## src/rtl/memcpy_cmd_splitter.sv

```systemverilog
// Splits a memcpy job into paired AXI read/write burst commands that never cross a 4KB page.
// One pair per CALC+ISSUE (2 cycles min); each command side waits on its own ready, next pair after both accepted.
module memcpy_cmd_splitter #(
    parameter int ADDR_WIDTH = 64,
    parameter int DATA_WIDTH = 512,
    parameter int MAX_BEATS  = 64
) (
    input  logic                  clk,
    input  logic                  rst_n,
    input  logic                  memcpy_enable,
    input  logic [ADDR_WIDTH-1:0] src_addr,
    input  logic [ADDR_WIDTH-1:0] tgt_addr,
    input  logic [63:0]           total_bytes,
    output logic                  rd_cmd_valid,
    input  logic                  rd_cmd_ready,
    output logic [ADDR_WIDTH-1:0] rd_cmd_addr,
    output logic [7:0]            rd_cmd_len,
    output logic                  wr_cmd_valid,
    input  logic                  wr_cmd_ready,
    output logic [ADDR_WIDTH-1:0] wr_cmd_addr,
    output logic [7:0]            wr_cmd_len,
    output logic                  cmd_busy,
    output logic                  cmd_done,
    output logic [15:0]           burst_count
);

    localparam int BPB      = DATA_WIDTH / 8;
    localparam int LOG2_BPB = $clog2(BPB);

    typedef enum logic [1:0] {S_IDLE, S_CALC, S_ISSUE, S_DONE} state_t;

    state_t                r_state;
    state_t                w_next_state;
    logic                  r_enable_q;
    logic [ADDR_WIDTH-1:0] r_src;
    logic [ADDR_WIDTH-1:0] r_tgt;
    logic [63:0]           r_rem;
    logic [12:0]           r_beats;
    logic                  r_rd_acc;
    logic                  r_wr_acc;

    logic                  w_start;
    logic [ADDR_WIDTH-1:0] w_src_in;
    logic [ADDR_WIDTH-1:0] w_tgt_in;
    logic [63:0]           w_total_in;
    logic [12:0]           w_src_room;
    logic [12:0]           w_tgt_room;
    logic [12:0]           w_src_room_beats;
    logic [12:0]           w_tgt_room_beats;
    logic [63:0]           w_rem_beats;
    logic [12:0]           w_beats;
    logic [7:0]            w_len;
    logic [ADDR_WIDTH-1:0] w_step;
    logic [63:0]           w_step64;
    logic                  w_rd_done;
    logic                  w_wr_done;
    logic                  w_pair_done;
    logic                  w_last;

    // Partial beats are dropped: addresses and length are truncated to whole beats.
    assign w_src_in   = src_addr & ~ADDR_WIDTH'(BPB - 1);
    assign w_tgt_in   = tgt_addr & ~ADDR_WIDTH'(BPB - 1);
    assign w_total_in = total_bytes & ~64'(BPB - 1);

    assign w_start = memcpy_enable & ~r_enable_q & ((r_state == S_IDLE) | (r_state == S_DONE));

    assign w_src_room       = 13'd4096 - {1'b0, r_src[11:0]};
    assign w_tgt_room       = 13'd4096 - {1'b0, r_tgt[11:0]};
    assign w_src_room_beats = w_src_room >> LOG2_BPB;
    assign w_tgt_room_beats = w_tgt_room >> LOG2_BPB;
    assign w_rem_beats      = r_rem >> LOG2_BPB;

    always_comb begin
        w_beats = 13'(MAX_BEATS);
        if (w_src_room_beats < w_beats)
            w_beats = w_src_room_beats;
        if (w_tgt_room_beats < w_beats)
            w_beats = w_tgt_room_beats;
        if (w_rem_beats < 64'(w_beats))
            w_beats = w_rem_beats[12:0];
    end

    assign w_len    = 8'(w_beats - 13'd1);
    assign w_step   = ADDR_WIDTH'(r_beats) << LOG2_BPB;
    assign w_step64 = 64'(r_beats) << LOG2_BPB;
    assign w_last   = (r_rem == w_step64);

    // A side counts as done if accepted earlier in this ISSUE or accepted this cycle.
    assign w_rd_done   = r_rd_acc | (rd_cmd_valid & rd_cmd_ready);
    assign w_wr_done   = r_wr_acc | (wr_cmd_valid & wr_cmd_ready);
    assign w_pair_done = (r_state == S_ISSUE) & w_rd_done & w_wr_done;

    always_ff @(posedge clk or negedge rst_n) begin
        if (!rst_n)
            r_state <= S_IDLE;
        else
            r_state <= w_next_state;
    end

    always_comb begin
        w_next_state = r_state;
        case (r_state)
            S_IDLE, S_DONE: begin
                if (w_start)
                    w_next_state = (w_total_in == 64'd0) ? S_DONE : S_CALC;
            end
            S_CALC:  w_next_state = S_ISSUE;
            S_ISSUE: begin
                if (w_pair_done)
                    w_next_state = w_last ? S_DONE : S_CALC;
            end
            default: w_next_state = S_IDLE;
        endcase
    end

    always_ff @(posedge clk or negedge rst_n) begin
        if (!rst_n) begin
            r_enable_q   <= 1'b0;
            r_src        <= '0;
            r_tgt        <= '0;
            r_rem        <= '0;
            r_beats      <= '0;
            r_rd_acc     <= 1'b0;
            r_wr_acc     <= 1'b0;
            rd_cmd_valid <= 1'b0;
            rd_cmd_addr  <= '0;
            rd_cmd_len   <= '0;
            wr_cmd_valid <= 1'b0;
            wr_cmd_addr  <= '0;
            wr_cmd_len   <= '0;
            cmd_busy     <= 1'b0;
            cmd_done     <= 1'b0;
            burst_count  <= '0;
        end else begin
            r_enable_q <= memcpy_enable;
            cmd_busy   <= (w_next_state == S_CALC) || (w_next_state == S_ISSUE);
            cmd_done   <= (w_next_state == S_DONE);

            if (w_start) begin
                r_src       <= w_src_in;
                r_tgt       <= w_tgt_in;
                r_rem       <= w_total_in;
                burst_count <= '0;
            end

            if (r_state == S_CALC) begin
                rd_cmd_addr  <= r_src;
                wr_cmd_addr  <= r_tgt;
                rd_cmd_len   <= w_len;
                wr_cmd_len   <= w_len;
                r_beats      <= w_beats;
                rd_cmd_valid <= 1'b1;
                wr_cmd_valid <= 1'b1;
                r_rd_acc     <= 1'b0;
                r_wr_acc     <= 1'b0;
            end

            if (rd_cmd_valid && rd_cmd_ready) begin
                rd_cmd_valid <= 1'b0;
                r_rd_acc     <= 1'b1;
            end
            if (wr_cmd_valid && wr_cmd_ready) begin
                wr_cmd_valid <= 1'b0;
                r_wr_acc     <= 1'b1;
            end

            if (w_pair_done) begin
                r_src <= r_src + w_step;
                r_tgt <= r_tgt + w_step;
                r_rem <= r_rem - w_step64;
                if (burst_count != 16'hFFFF)
                    burst_count <= burst_count + 16'd1;
            end
        end
    end

endmodule

```

## config.mk

```make
export PLATFORM = sky130hd
export DESIGN_NAME = memcpy_cmd_splitter
export DESIGN_NICKNAME = d
export VERILOG_FILES = /design/src/rtl/memcpy_cmd_splitter.sv
export SDC_FILE = /design/constraint.sdc
export NUM_CORES = 1
export LEC_CHECK = 0
export ABC_AREA = 1
export ABC_CLOCK_PERIOD_IN_PS = 4480
export CAP_MARGIN = 10
export CORE_MARGIN = 3
export CORE_UTILIZATION = 54
export DETAILED_ROUTE_END_ITERATION = 16
export PLACE_DENSITY = 0.81
export SYNTH_ARGS = -nofsm -noshare
export SYNTH_HDL_FRONTEND = slang
export SYNTH_SLANG_ARGS = --single-unit
export TNS_END_PERCENT = 100
```

## constraint.sdc

```tcl
create_clock -name clk -period 4.48 [get_ports clk]
set_input_delay 0.672 -clock clk [delete_from_list [all_inputs] [get_ports clk]]
set_output_delay 0.672 -clock clk [all_outputs]
set_load 0.1 [all_outputs]
```

==> results.json, run 1 <==
{
  "status": "completed",
  "die_h_um": 202,
  "place.port_buffers": 330,
  "grt_use_met1_pct": 40.2,
  "finalMaxSlewViolations": 0,
  "dieArea_um2": 40800,
  "crit_type": "reg -> reg",
  "worstPathMaxFanout": 12,
  "avgSynthCellArea_um2": 7.51,
  "finalHoldViolations": 0,
  "finalCritPeriodShare_pct": 91.9,
  "grt_pass1_vias": 20400,
  "syn_area_um2": 20800,
  "final_nets": 3292,
  "slew_headroom_pct": 20.1,
  "tightestPinTransition_ns": 1.18,
  "reg2regPathDepth": 26,
  "synth.area.top_cells": "dfrtp_1 40%, nand2_1 11%, o21ai_0 6.9%",
  "gp_congestion": 0.971,
  "worstReg2RegStart": "r_src[7]",
  "grt_util_met3_pct": 6.14,
  "hp-class": "in -> async",
  "clockBufferDepth": 3,
  "detail-route-antenna-nets": 0,
  "period_minus_slack_ns": 4.12,
  "start_util_pct": 55.0,
  "fp.coreArea_um2": 37800,
  "yosysTopAreaCellShare_pct": 40.5,
  "vias": 20500,
  "fmax_mhz": 243,
  "post_drt_wl_per_cell_um": 18.1,
  "routed_wl_um": 64700,
  "routed_via_density": 5.72,
  "antenna_found_initial": 5,
  "fin_util_pct": 68.6,
  "synth_edf_count": 0,
  "rsz0062_at_grt": "false",
  "setup_viol": 0,
  "worstPathArrival_ns": 4.55,
  "drc": 0,
  "firstDrtPassIters": 5,
  "top_usage_layer": "met2",
  "grt_use_total_pct": 31.2,
  "clkLatencyLatePin_ns": 0.58,
  "grt_max_degree": 152,
  "end_kind": "register",
  "ys_seq_area_share_pct": 40.5,
  "async_reset_ff_share_pct": 100,
  "max-cap-violations": 0,
  "yosys_warnings": 0,
  "grt_pass1_wl_um": 104000,
  "synth_cell_type_count": 63,
  "initialDrtViolationCount": 1474,
  "cts_setup_buffers": 0,
  "clock-sinks": 336,
  "num_io_pins": 361,
  "die_width_um": 202,
  "grt_util_met2_pct": 52.7,
  "hpwl_um": 46200,
  "h-tree-depth": 2,
  "setup_tns_ns": 0,
  "regToRegSetupSlack_ns": 0.36,
  "overflow": 0,
  "synth_top_area_cell": "dfrtp_1",
  "setup.worst_path.start_class": "register",
  "clk_pin_slew_worst_paths_ns": 0.06,
  "cp.required_ns": 4.91,
  "numCtsBuffers": 40,
  "syn_to_final_growth_pct": 24.8,
  "placementRows": 71,
  "cts_tree": "yes",
  "synth_flop_cell": "dfrtp_1",
  "fin_skew_ns": 0.0373,
  "r2r-end": "wr_cmd_len[2]",
  "cts.root.buffer_cell": "clkbuf_16",
  "synth_cells": 2765,
  "ys_seq_elements": 336,
  "drive_above_1_share_pct": 6.26
}
cell usage in the layout (no fill, tap or decap), types with 42 or more instances in the layout:
| master | count |
|---|---|
| inv_1 | 312 |
| nor2_1 | 245 |
| nand3_1 | 110 |
| nand4_1 | 43 |
| a21oi_1 | 131 |
| clkbuf_16 | 42 |
| nand2_1 | 618 |
| xor2_1 | 110 |
| dfrtp_1 | 336 |
| o21ai_0 | 286 |
| o22ai_1 | 53 |
| ha_1 | 57 |
| clkdlybuf4s50_1 | 329 |
| nor3_1 | 58 |
cell type report:
| class | count | area, um^2 |
|---|---|---|
| well taps | 511 | 639 |
| flip-flops and latches | 336 | 8410 |
| repair buffers | 345 | 3510 |
| multi-input cells | 1986 | 10600 |
| diodes | 3 | 7.51 |
| fillers | 3090 | 11900 |
| clock buffers | 54 | 1170 |
| clock inverters | 19 | 323 |
| inverters | 325 | 1230 |
synthesized netlist by cell type (6+ instances only):
cell type / instances
o22ai_1: 53
nand2_4: 6
nor4_1: 41
nand2_2: 25
nor3_1: 58
o211ai_1: 23
nand3_2: 10
inv_2: 8
nor2_2: 12
o21ai_2: 7
buf_4: 21
clkbuf_1: 98
o21ai_0: 288
buf_1: 6
dfrtp_1: 336
nor2_1: 246
nand4_1: 43
a21oi_1: 131
nand2_1: 619
nand3_1: 110
ha_1: 58
o21ai_1: 18
o221ai_1: 20
nor2_4: 7
xnor2_1: 15
xor2_1: 110
inv_1: 313
o21a_1: 7
critical path, cell delays in order (launching register included):
cell     delay (ns)
dfrtp_1        0.43
inv_1          0.17
ha_1           0.17
inv_1          0.04
nor2_2         0.16
nand2_1        0.08
nand2_1        0.06
nand2_1        0.09
ha_1           0.30
a21oi_1        0.17
nor2_2         0.08
nor2_4         0.11
nand2_2        0.16
o21ai_0        0.37
ha_1           0.31
nand2_1        0.07
nor2_1         0.05
nand4_1        0.10
nor2_2         0.06
nor2_4         0.20
nand2_4        0.11
nand2_1        0.11
nand2_2        0.07
ha_1           0.22
nand2_2        0.10
nand2_1        0.05
o22a_1         0.17
stage by stage:
stage / hold WS, ns / std cells / instance area [um^2] / setup WS (ns)
finish: 0.236 / 3579 / 25900 / 0.361
global route: 0.310 / 3579 / 25900 / 0.00425
CTS: 0.268 / 3576 / 25900 / 0.240
detailed placement: 0.462 / 3503 / 24400 / 0.299
global placement: 0.458 / 3503 / 24400 / 0.316
floorplan: 0.376 / 2776 / 20800 / 0.831
worst max path at each step:
stage,from,endpoint,slack [ns],cells past startpoint
after detailed placement,r_src[7],wr_cmd_len[2],0.30,25
after floorplan,r_src[7],wr_cmd_len[2],0.83,25
after CTS,r_src[7],wr_cmd_len[2],0.24,25
final,r_src[7],wr_cmd_len[2],0.36,26
after global routing,r_src[7],wr_cmd_len[6],0.004,26
after global placement,r_src[7],wr_cmd_len[2],0.32,25
routing by layer:
layer / vias to the layer above / wire (um)
met5: - / 21
met4: 4 / 2370
met3: 174 / 5190
met2: 911 / 30900
met1: 9712 / 26200
li1: 9663 / -
cells by family after synthesis:
family	synth area share (%)
flops	40.5
compound gates	15.8
mux	0.241
xor+xnor	5.27
other cells	0.0181
simple gates	25.7
buf+inv	8.68
fa+ha+maj	3.78
flip-flops by register name (all words and copies together), names as in the netlist, 2 cells and up:
signal and cells:
r_beats 13, wr_cmd_addr 58, wr_cmd_len 8, r_tgt 58, r_src 58, rd_cmd_addr 58
r_rem 58, burst_count 16, r_state 2
repair_timing:
action | CTS | global route
resized for setup | 0 | 3
endpoints found under the setup margin | 0 | 4
hold buffers | 0 | 0
Power of run 1 is not shown: default switching activity piles up to over one toggle a cycle in this logic, so the estimate is an artifact.
==> run 2: changes to the inputs <==
--- a/config.mk
+++ b/config.mk
@@ -10,6 +10,7 @@
 export CAP_MARGIN = 10
 export CORE_MARGIN = 3
 export CORE_UTILIZATION = 54
+export CTS_CLUSTER_DIAMETER = 60
 export DETAILED_ROUTE_END_ITERATION = 16
 export PLACE_DENSITY = 0.81
 export SYNTH_ARGS = -nofsm -noshare
==> run 2 against run 1 <==
Against the previous run: first-iteration DRC count shrank 3.1%; flip-flop and latch count stayed put; register-to-register slack got worse by 0.02 ns; critical path depth is 1 lower; critical endpoint unchanged; worst setup slack got worse by 0.019 ns; final cell count is essentially flat; wire length is 0.71% higher; global-route usage increased by 0.091 points; highest routed layer unchanged; via count is 0.32% higher; hold slack lost 0.020 ns; utilization increased by 0.063 points.
==> results.json, run 2 (synthesis results as in run 1) <==
{
  "place.port_buffers": 330,
  "clockBufferDepth": 3,
  "vias": 20500,
  "crit_top_cell": "nand2_1",
  "placed_cell_area_um2": 24400,
  "grt_max_degree": 152,
  "fmax_mhz": 242,
  "slew_headroom_pct": 19.0,
  "path_buf_inv": 2,
  "worstPathMaxFanout": 12,
  "post_drt_wl_per_cell_um": 18.2,
  "end_kind": "register",
  "rsz0062_at_grt": "false",
  "routed_via_density": 5.74,
  "hpwl_um": 46200,
  "worstPathArrival_ns": 4.59,
  "crit_start": "r_src[7]",
  "finalCritPeriodShare_pct": 92.4,
  "h-tree-depth": 2,
  "numCtsBuffers": 41,
  "finalHoldViolations": 0,
  "syn_to_final_growth_pct": 24.9,
  "dieArea_um2": 40800,
  "crit_type": "reg -> reg",
  "setup.worst_path.start_class": "register",
  "grt_use_total_pct": 31.3,
  "detail-route-antenna-nets": 0,
  "num_io_pins": 361,
  "setup_viol": 0,
  "fp.coreArea_um2": 37800,
  "layout.cells.most_common_list": "618 x nand2_1, 336 x dfrtp_1, 329 x clkdlybuf4s50_1",
  "finalMaxSlewViolations": 0,
  "die_width_um": 202,
  "cp.required_ns": 4.93,
  "hold_buffers": 0,
  "hold_slack_ns": 0.216,
  "overflow": 0,
  "fill_cells": 3081,
  "grt_pass1_wl_um": 105000,
  "clkLatencyLatePin_ns": 0.58,
  "cts.root.buffer_cell": "clkbuf_16",
  "design_area_um2": 25900,
  "period_minus_slack_ns": 4.14,
  "antenna_found_initial": 4,
  "slowest_delay_ns": 0.43,
  "worstReg2RegStart": "r_src[7]",
  "fin_skew_ns": 0.0205,
  "die_h_um": 202,
  "initialDrtViolationCount": 1428,
  "drc": 0,
  "clock-sinks": 336,
  "setup_tns_ns": 0,
  "cts_tree": "yes",
  "critPathSlowestCell": "dfrtp_1",
  "final_nets": 3293,
  "gp_congestion": 0.971,
  "tightestPinTransition_ns": 1.20,
  "status": "completed",
  "final_common_cell": "nand2_1",
  "crit_family": "simple AND/OR/NAND/NOR gates",
  "firstDrtPassIters": 6,
  "grt_pass1_vias": 20500,
  "routed_wl_um": 65200,
  "hp-class": "in -> async",
  "cts_setup_buffers": 0,
  "clk_pin_slew_worst_paths_ns": 0.06,
  "start_util_pct": 55.0,
  "max-cap-violations": 0,
  "placementRows": 71,
  "drive_above_1_share_pct": 6.27
}
run 2: final timing paths:
check	end	slack, ns	depth (start not counted)
setup reg to reg	wr_cmd_len[2]	0.34	25
hold reg to reg	wr_cmd_addr[52]	0.47	2
hold / removal	wr_cmd_addr[27]	0.22	1
max in group asynchronous	wr_cmd_addr[11]	3.23	2
min in group clk	wr_cmd_addr[52]	0.47	2
setup / recovery	wr_cmd_len[2]	0.34	25
run 2: cell type report:
| class | count | area, um^2 | area share (%) |
|---|---|---|---|
| diodes | 2 | 5.00 | 0.0193 |
| clock buffers | 55 | 1220 | 4.71 |
| clock inverters | 16 | 298 | 1.15 |
| inverters | 325 | 1230 | 4.74 |
| multi-input cells | 1986 | 10600 | 41.0 |
| flip-flops and latches | 336 | 8410 | 32.4 |
| well taps | 511 | 639 | 2.47 |
| repair buffers | 345 | 3510 | 13.5 |
run 2: per-stage QoR:
stage	instances	util [%]	setup WS, ns
3_5_place_dp	3503	64.6	0.299
5_1_grt	3576	68.7	0.00267
2_1_floorplan	2776	-	0.831
3_3_place_gp	3503	64.6	0.316
4_1_cts	3574	68.7	0.252
6_report	3576	68.7	0.342
run 2: routing by layer:
| layer | share of wire [%] | track usage, % | up-vias |
|---|---|---|---|
| met2 | 48 | 53.5 | 937 |
| met5 | 0.032 | 0 | - |
| met3 | 7.9 | 5.72 | 178 |
| met4 | 3.5 | 10.8 | 4 |
| met1 | 40 | 40.3 | 9766 |
| li1 | - | - | 9644 |
run 2: timing repair:
item                                    in CTS  in global routing
resized for setup                            0                  2
endpoints found under the setup margin       0                  4
endpoints found under the hold margin        0                  0
run 2: worst register-to-register path: cells and delay by family, from the launching register on:
family,cells,cell delay [ns]
buf+inv,2,0.22
fa+ha+maj,4,0.91
compound gates,3,0.49
flops,1,0.43
simple gates,16,1.97
Power of run 2 is left out for the same reason.
